File: config.mk
export PLATFORM = sky130hd
export DESIGN_NAME = button_conditioner
export DESIGN_NICKNAME = d
export VERILOG_FILES = /design/src/rtl/button_conditioner.sv
export SDC_FILE = /design/constraint.sdc
export NUM_CORES = 1
export LEC_CHECK = 0
export ABC_AREA = 1
export CORE_MARGIN = 2
export CORE_UTILIZATION = 35
export CTS_BUF_LIST = sky130_fd_sc_hd__clkbuf_4 sky130_fd_sc_hd__clkbuf_8 sky130_fd_sc_hd__clkbuf_16
export CTS_CLUSTER_SIZE = 28
export DETAILED_ROUTE_END_ITERATION = 10
export PLACE_DENSITY = 0.47
export SYNTH_ARGS = -nofsm -noshare
export SYNTH_HDL_FRONTEND = slang
export SYNTH_SLANG_ARGS = --single-unit
File: constraint.sdc
create_clock -name clk -period 1.8 [get_ports clk]
set_input_delay 0.36 -clock clk [delete_from_list [all_inputs] [get_ports clk]]
set_output_delay 0.36 -clock clk [all_outputs]
set_load 0.01 [all_outputs]
File: src/rtl/button_conditioner.sv
// ============================================================================
// Module  : button_conditioner
// Brief   : Three-channel push-button synchronizer, debouncer and press-pulse
//           generator. Define BUTTON_AUTO_REPEAT_EN to add auto-repeat pulses
//           on the left and right channels.
// Rev     : 1.0  initial release
// ============================================================================
`default_nettype none

module button_conditioner #(
  parameter int DEBOUNCE_CYCLES = 1000,
  parameter int REPEAT_DELAY    = 500,
  parameter int REPEAT_PERIOD   = 125
) (
  input  logic clk,
  input  logic rst,
  input  logic left_raw,
  input  logic right_raw,
  input  logic function_raw,
  output logic left_btn,
  output logic right_btn,
  output logic function_btn,
  output logic left_pulse,
  output logic right_pulse,
  output logic function_pulse
);

  typedef enum logic [1:0] {
    IDLE         = 2'd0,
    PRESS_WAIT   = 2'd1,
    HELD         = 2'd2,
    RELEASE_WAIT = 2'd3
  } state_t;

  localparam logic [15:0] C_DEB_LAST = 16'(DEBOUNCE_CYCLES - 1);

  if (DEBOUNCE_CYCLES < 2 || DEBOUNCE_CYCLES > 65535 ||
      REPEAT_DELAY    < 2 || REPEAT_DELAY    > 65535 ||
      REPEAT_PERIOD   < 2 || REPEAT_PERIOD   > 65535) begin : g_bad_param
    $error("button_conditioner: parameter out of range 2..65535");
  end

  logic [2:0] w_raw;
  logic [2:0] r_btn;
  logic [2:0] r_pulse;

  assign w_raw = {function_raw, right_raw, left_raw};

  for (genvar i = 0; i < 3; i++) begin : g_ch
    logic [1:0]  r_sync;
    logic        w_s;
    state_t      r_state;
    state_t      w_state_nxt;
    logic [15:0] r_cnt;
    logic [15:0] w_cnt_nxt;
    logic        w_level_nxt;
    logic        w_press;
    logic        w_rep_fire;

    assign w_s = r_sync[1];

    always_ff @(posedge clk) begin
      if (rst) begin
        r_sync <= 2'b00;
      end else begin
        r_sync <= {r_sync[0], w_raw[i]};
      end
    end

    always_ff @(posedge clk) begin
      if (rst) begin
        r_state    <= IDLE;
        r_cnt      <= 16'd0;
        r_btn[i]   <= 1'b0;
        r_pulse[i] <= 1'b0;
      end else begin
        r_state    <= w_state_nxt;
        r_cnt      <= w_cnt_nxt;
        r_btn[i]   <= w_level_nxt;
        r_pulse[i] <= w_press | w_rep_fire;
      end
    end

    always_comb begin
      w_state_nxt = r_state;
      w_cnt_nxt   = r_cnt;
      w_level_nxt = r_btn[i];
      w_press     = 1'b0;
      case (r_state)
        IDLE: begin
          w_level_nxt = 1'b0;
          if (w_s) begin
            w_state_nxt = PRESS_WAIT;
            w_cnt_nxt   = 16'd0;
          end
        end
        PRESS_WAIT: begin
          if (!w_s) begin
            w_state_nxt = IDLE;
            w_cnt_nxt   = 16'd0;
          end else if (r_cnt == C_DEB_LAST) begin
            w_state_nxt = HELD;
            w_cnt_nxt   = 16'd0;
            w_level_nxt = 1'b1;
            w_press     = 1'b1;
          end else begin
            w_cnt_nxt = r_cnt + 16'd1;
          end
        end
        HELD: begin
          w_level_nxt = 1'b1;
          if (!w_s) begin
            w_state_nxt = RELEASE_WAIT;
            w_cnt_nxt   = 16'd0;
          end
        end
        RELEASE_WAIT: begin
          // A bounce back to HELD is a continuation of the same press.
          if (w_s) begin
            w_state_nxt = HELD;
            w_cnt_nxt   = 16'd0;
          end else if (r_cnt == C_DEB_LAST) begin
            w_state_nxt = IDLE;
            w_cnt_nxt   = 16'd0;
            w_level_nxt = 1'b0;
          end else begin
            w_cnt_nxt = r_cnt + 16'd1;
          end
        end
        default: begin
          w_state_nxt = IDLE;
          w_cnt_nxt   = 16'd0;
          w_level_nxt = 1'b0;
        end
      endcase
    end

`ifdef BUTTON_AUTO_REPEAT_EN
    if (i != 2) begin : g_rep
      localparam logic [15:0] C_REP_FIRST = 16'(REPEAT_DELAY - 1);
      localparam logic [15:0] C_REP_NEXT  = 16'(REPEAT_PERIOD - 1);

      logic [15:0] r_rep_cnt;
      logic        r_rep_phase;

      // Counter restarts at every emitted pulse; phase selects delay vs period.
      assign w_rep_fire = (r_state == HELD) && w_s &&
                          (r_rep_cnt == (r_rep_phase ? C_REP_NEXT : C_REP_FIRST));

      always_ff @(posedge clk) begin
        if (rst || r_state == IDLE || w_press) begin
          r_rep_cnt   <= 16'd0;
          r_rep_phase <= 1'b0;
        end else if (r_state == HELD && w_s) begin
          if (w_rep_fire) begin
            r_rep_cnt   <= 16'd0;
            r_rep_phase <= 1'b1;
          end else begin
            r_rep_cnt <= r_rep_cnt + 16'd1;
          end
        end
      end
    end else begin : g_norep
      assign w_rep_fire = 1'b0;
    end
`else
    assign w_rep_fire = 1'b0;
`endif
  end

  assign left_btn       = r_btn[0];
  assign right_btn      = r_btn[1];
  assign function_btn   = r_btn[2];
  assign left_pulse     = r_pulse[0];
  assign right_pulse    = r_pulse[1];
  assign function_pulse = r_pulse[2];

endmodule

`default_nettype wire

## After elaboration in Yosys (flattened, before gate mapping)

Cells that the tools add are included.

- Bits in registers: 66
- Input bits: 5
- Output and inout bits: 6
- Word-level logic and storage cells: 132

- Add/sub/neg operators: 3
- Equality and inequality tests: 36
- Muxes and demuxes: 57
- Bitwise logic cells: 6
- Reductions and logical operators: 15

Operators with widths:

| cell | number |
|---|---|
| 16-bit two-way mux | 15 |
| 16-bit one-hot mux with 4 select lines | 3 |
| 16-bit by 1-bit adder with 16-bit output, second input constant | 3 |
| 16-bit by 10-bit equality test with 1-bit output, second input constant | 3 |
| 2-bit two-way mux | 18 |
| 2-bit != test, second input constant | 18 |
| 2-bit one-hot mux with 4 select lines | 3 |
| 4-bit AND reduction | 6 |
| 3-bit != test, second input constant | 6 |
| 1-bit two-way mux | 15 |
| 2-bit equality test, second input constant | 6 |
| 1-bit one-hot mux with 4 select lines | 3 |
| 3-bit OR reduction | 3 |
| 2-bit by 1-bit equality test with 1-bit output, second input constant | 3 |
| 2-bit zero test | 3 |
| 1-bit NOT | 6 |
| 2-bit AND reduction | 3 |

## Depth between registers and ports, before layout

Gate-level depths: netlist (run 1).

- Word-level depth: 4
- Depth in mapped cells: 11
- Mapped depth without buffers: 11

## Worst setup path before layout (run 1)

No wires, ideal clock.

- Path type: register to register
- Start: register g_ch[0].r_state[0]
- End: register g_ch[0].r_cnt[4]
- Setup time: 0.120 ns
- Data arrival time: 1.386 ns
- Data required time: 1.680 ns
- Path slack: 0.293 ns
- Cell stages (with the launch flop): 10
- Path buffers: 1
- Period minus slack after synthesis: 1.507 ns
- Cells stage by stage: dfxtp_1 inv_1 ha_1 inv_1 nand2_1 nand2_2 buf_4 inv_1 o31ai_1 nor2_2

- Cells in the longest elaborated chain, start to end: 3
- Elaborated cells between the ends (all ways): 8
- Classes of those cells: 5 x eq/ne; 1 x mux; 2 x reduce/logical

RTL lines:

| item | line | source |
|---|---|---|
| start, declared | 52 | `state_t r_state;` |
| start signal, assigned | 77 | `r_state <= w_state_nxt;` |
| 2-bit equality test / 2-bit zero test (equally long branches) | 89 | `case (r_state)` |
| 2-bit != test (no source line) | -- |  |
| 2-bit AND reduction (no source line) | -- |  |
| end signal, assigned | 78 | `r_cnt <= w_cnt_nxt;` |
| end, declared | 54 | `logic [15:0] r_cnt;` |

Several ways; a longest one is shown, not always the timed one.
A chain may end at the register's enable or synchronous reset.

==> results.ini, run 1 <==
[sta]
finalMaxSlewViolations=0
finalCriticalPeriod_ns=1.626
finalCritPeriodShare=0.9032
tightest_slew_ns=0.5686
setup_viol_count_final=0
clock_skew_ns=0.01086
hold_ws_ns=0.4028
finalHoldViolations=0
max_freq_mhz=615.1
rsz0062_at_grt=no
slew_headroom=0.6205
setup_tns_ns=0

[place]
port_buffers=10
placed_area_um2=3959
dp_hpwl_um=5936
gp_congestion=0.8180

[floorplanning]
rows=37
die_h_um=106.9
dieArea_um2=11420
initial_utilization=0.3602
core-area_um2=10280
ios=11
die_width_um=106.9

[global_routing]
grt_usage=0.1485
grt_pass1_vias=3024
grt_overflow_total=0
grt_max_degree=17
antenna_found_initial=0
grt_pass1_wl_um=13610

[clock_tree]
insertion_delay_ns=0.34
postCtsHoldBufs=0
cts.sinks=66
ctsRootBufferMaster=clkbuf_8
max-clock-path-buffers=2
clkSlewWorstSetupHoldPaths_ns=0.08
cts_buffers=9
cts_htree_levels=3
cts_tree=built

[setup_path]
path_class=flop to flop
crit_arrival_ns=1.87
start_kind=flop
required_ns=2.04
critPathMaxFanout=9
endpoint_kind=flop

[synthesis]
ys_seq_area_frac=0.3569
yosys.area.top_type=dfxtp_1
ys_async_sr_fraction=0
syn_area_um2=3702
ys_warn_count=0
netlist_instances=537
synthesis.nets=557
ys_ff_latch=66
synth_ff_type=dfxtp_1
synth_top_area_share=0.3569
synthDistinctLibCells=38
synth_edf_count=0
synth_area_leaders=dfxtp_1, nand2_1, nor2_1
syn_avg_cell_area_um2=6.894

[cells_and_area]
nets=579
area_growth_pct=13.96
antennaDiodeCount=0
register_area_um2=1323
utilization=0.4105
drive_gt1_frac=0.1578
layout_commonest_cell=nand2_1
final_cell_mix=nand2_1, nor2_1, inv_1, dfxtp_1, nand3_1
multi_input_area_um2=2033
final_area_um2=4219
fillers=1117

[power_and_ir_drop]
clkPwrFrac=0.310
intPower_w=0.002861
sequentialPowerShare=0.369
p_leak_nw=1.660
p_total_w=0.004473
switchingPower_w=0.001612
power_frac_comb=0.321
p_per_area_nw_per_um2=1060
ir_worst_vdd_uv=414.4
p_sw_frac=0.3604

[detailed_routing]
drt_iter0_drc=141
drcViolationCount=0
postRouteWirelength_um=7942
wl_per_cell_um=11.35
antenna_left=0
vias=3231
via_per_inst=4.616
drt_pre_antenna_iters=4

[flow_run]
cap_violations=0

[min_path]
hold_path_class=flop to flop

[run_status]
status=finished, final reports clean

[cell type report]
type                    count  share of cell area
repair buffers             21             0.04330
inverters                  75             0.06791
well taps                 136             0.04033
clock buffers              13             0.04241
flip-flops and latches     66              0.3135
clock inverters             3             0.01068
multi-input cells         386              0.4819
[power by group through the flow]
| stage | Combinational [W] | Sequential (W) | Clock [W] |
|---|---|---|---|
| 2_1_floorplan | 0.00108 | 0.00170 | 0 |
| 3_3_place_gp | 0.00142 | 0.00168 | 0 |
| 3_5_place_dp | 0.00142 | 0.00168 | 0 |
| 4_1_cts | 0.00143 | 0.00165 | 0.00143 |
| 5_1_grt | 0.00162 | 0.00167 | 0.00148 |
| 6_report | 0.00143 | 0.00165 | 0.00139 |
[metrics by stage]
stage	cells	worst slack [ns]
2_1_floorplan	537	0.2935
3_3_place_gp	683	0.1165
3_5_place_dp	683	0.09540
4_1_cts	699	0.1099
5_1_grt	700	0.006430
6_report	700	0.1742
[routing by layer]
metal  global-route usage  share of wire  vias up
met1               0.1947           0.50     1441
met5                    0              0        -
met2               0.2416           0.45       41
li1                     -              -     1738
met3              0.02736          0.028       11
met4              0.05844          0.013        0
[worst max-delay path, cell delays in order (launching register included)]
cell,delay (ns)
dfxtp_1,0.36
inv_1,0.09
ha_1,0.19
inv_1,0.05
nand2_1,0.06
nand2_2,0.18
nand4_4,0.16
nor2_4,0.21
nand3_1,0.10
nand2_1,0.09
nor2_2,0.03
[state kept, by name (all words and copies together), names as in the netlist, named ones only]
name and cells:
g_ch.r_cnt 48, g_ch.r_sync 6, g_ch.r_state 3, function_btn 1
function_pulse 1, left_btn 1, left_pulse 1, right_btn 1
right_pulse 1
[cell usage after synthesis, types with 8 or more instances]
library cell  instances
nand2_1             121
nor2_2               18
inv_1                65
nor2_1               78
nor3_1               18
nand3_1              34
ha_1                 15
a21oi_1              24
dfxtp_1              66
inv_2                 8
nand2_2              12
o21ai_0              13
nand4_1              11
[cell families (layout without fill, tap and decap cells)]
family,count (synthesis),after routing,synth area share
buffers and inverters,85,112,0.1007
and+or+nand+nor,315,315,0.4022
adders and majority gates,15,15,0.05069
DFF,66,66,0.3569
AOI/OAI and AO/OA,48,48,0.07063
xor gates and xnor gates,8,8,0.01893
[timing repair]
item	CTS	global route
setup endpoints to repair	0	16
buffers inserted	0	1
gates resized for setup	0	6
[final timing paths]
kind	from	to	slack, ns	depth (start not counted)
hold reg to reg	g_ch[1].r_sync[0]	g_ch[1].r_sync[1]	0.40	2
setup / recovery	flop	g_ch[0].r_cnt[13]	0.17	10
setup reg to reg	flop	g_ch[0].r_cnt[13]	0.17	10
hold / removal	g_ch[1].r_sync[0]	g_ch[1].r_sync[1]	0.40	2
No activity file was read; power rests on OpenSTA's default activity.
==> run 2, diff against run 1 <==
--- a/config.mk
+++ b/config.mk
@@ -12,6 +12,7 @@
 export CTS_CLUSTER_SIZE = 28
 export DETAILED_ROUTE_END_ITERATION = 10
 export PLACE_DENSITY = 0.47
+export SLEW_MARGIN = 5
 export SYNTH_ARGS = -nofsm -noshare
 export SYNTH_HDL_FRONTEND = slang
 export SYNTH_SLANG_ARGS = --single-unit
==> results of run 2 <==
No change in the layout: final DEF, timing and power equal those of run 1.
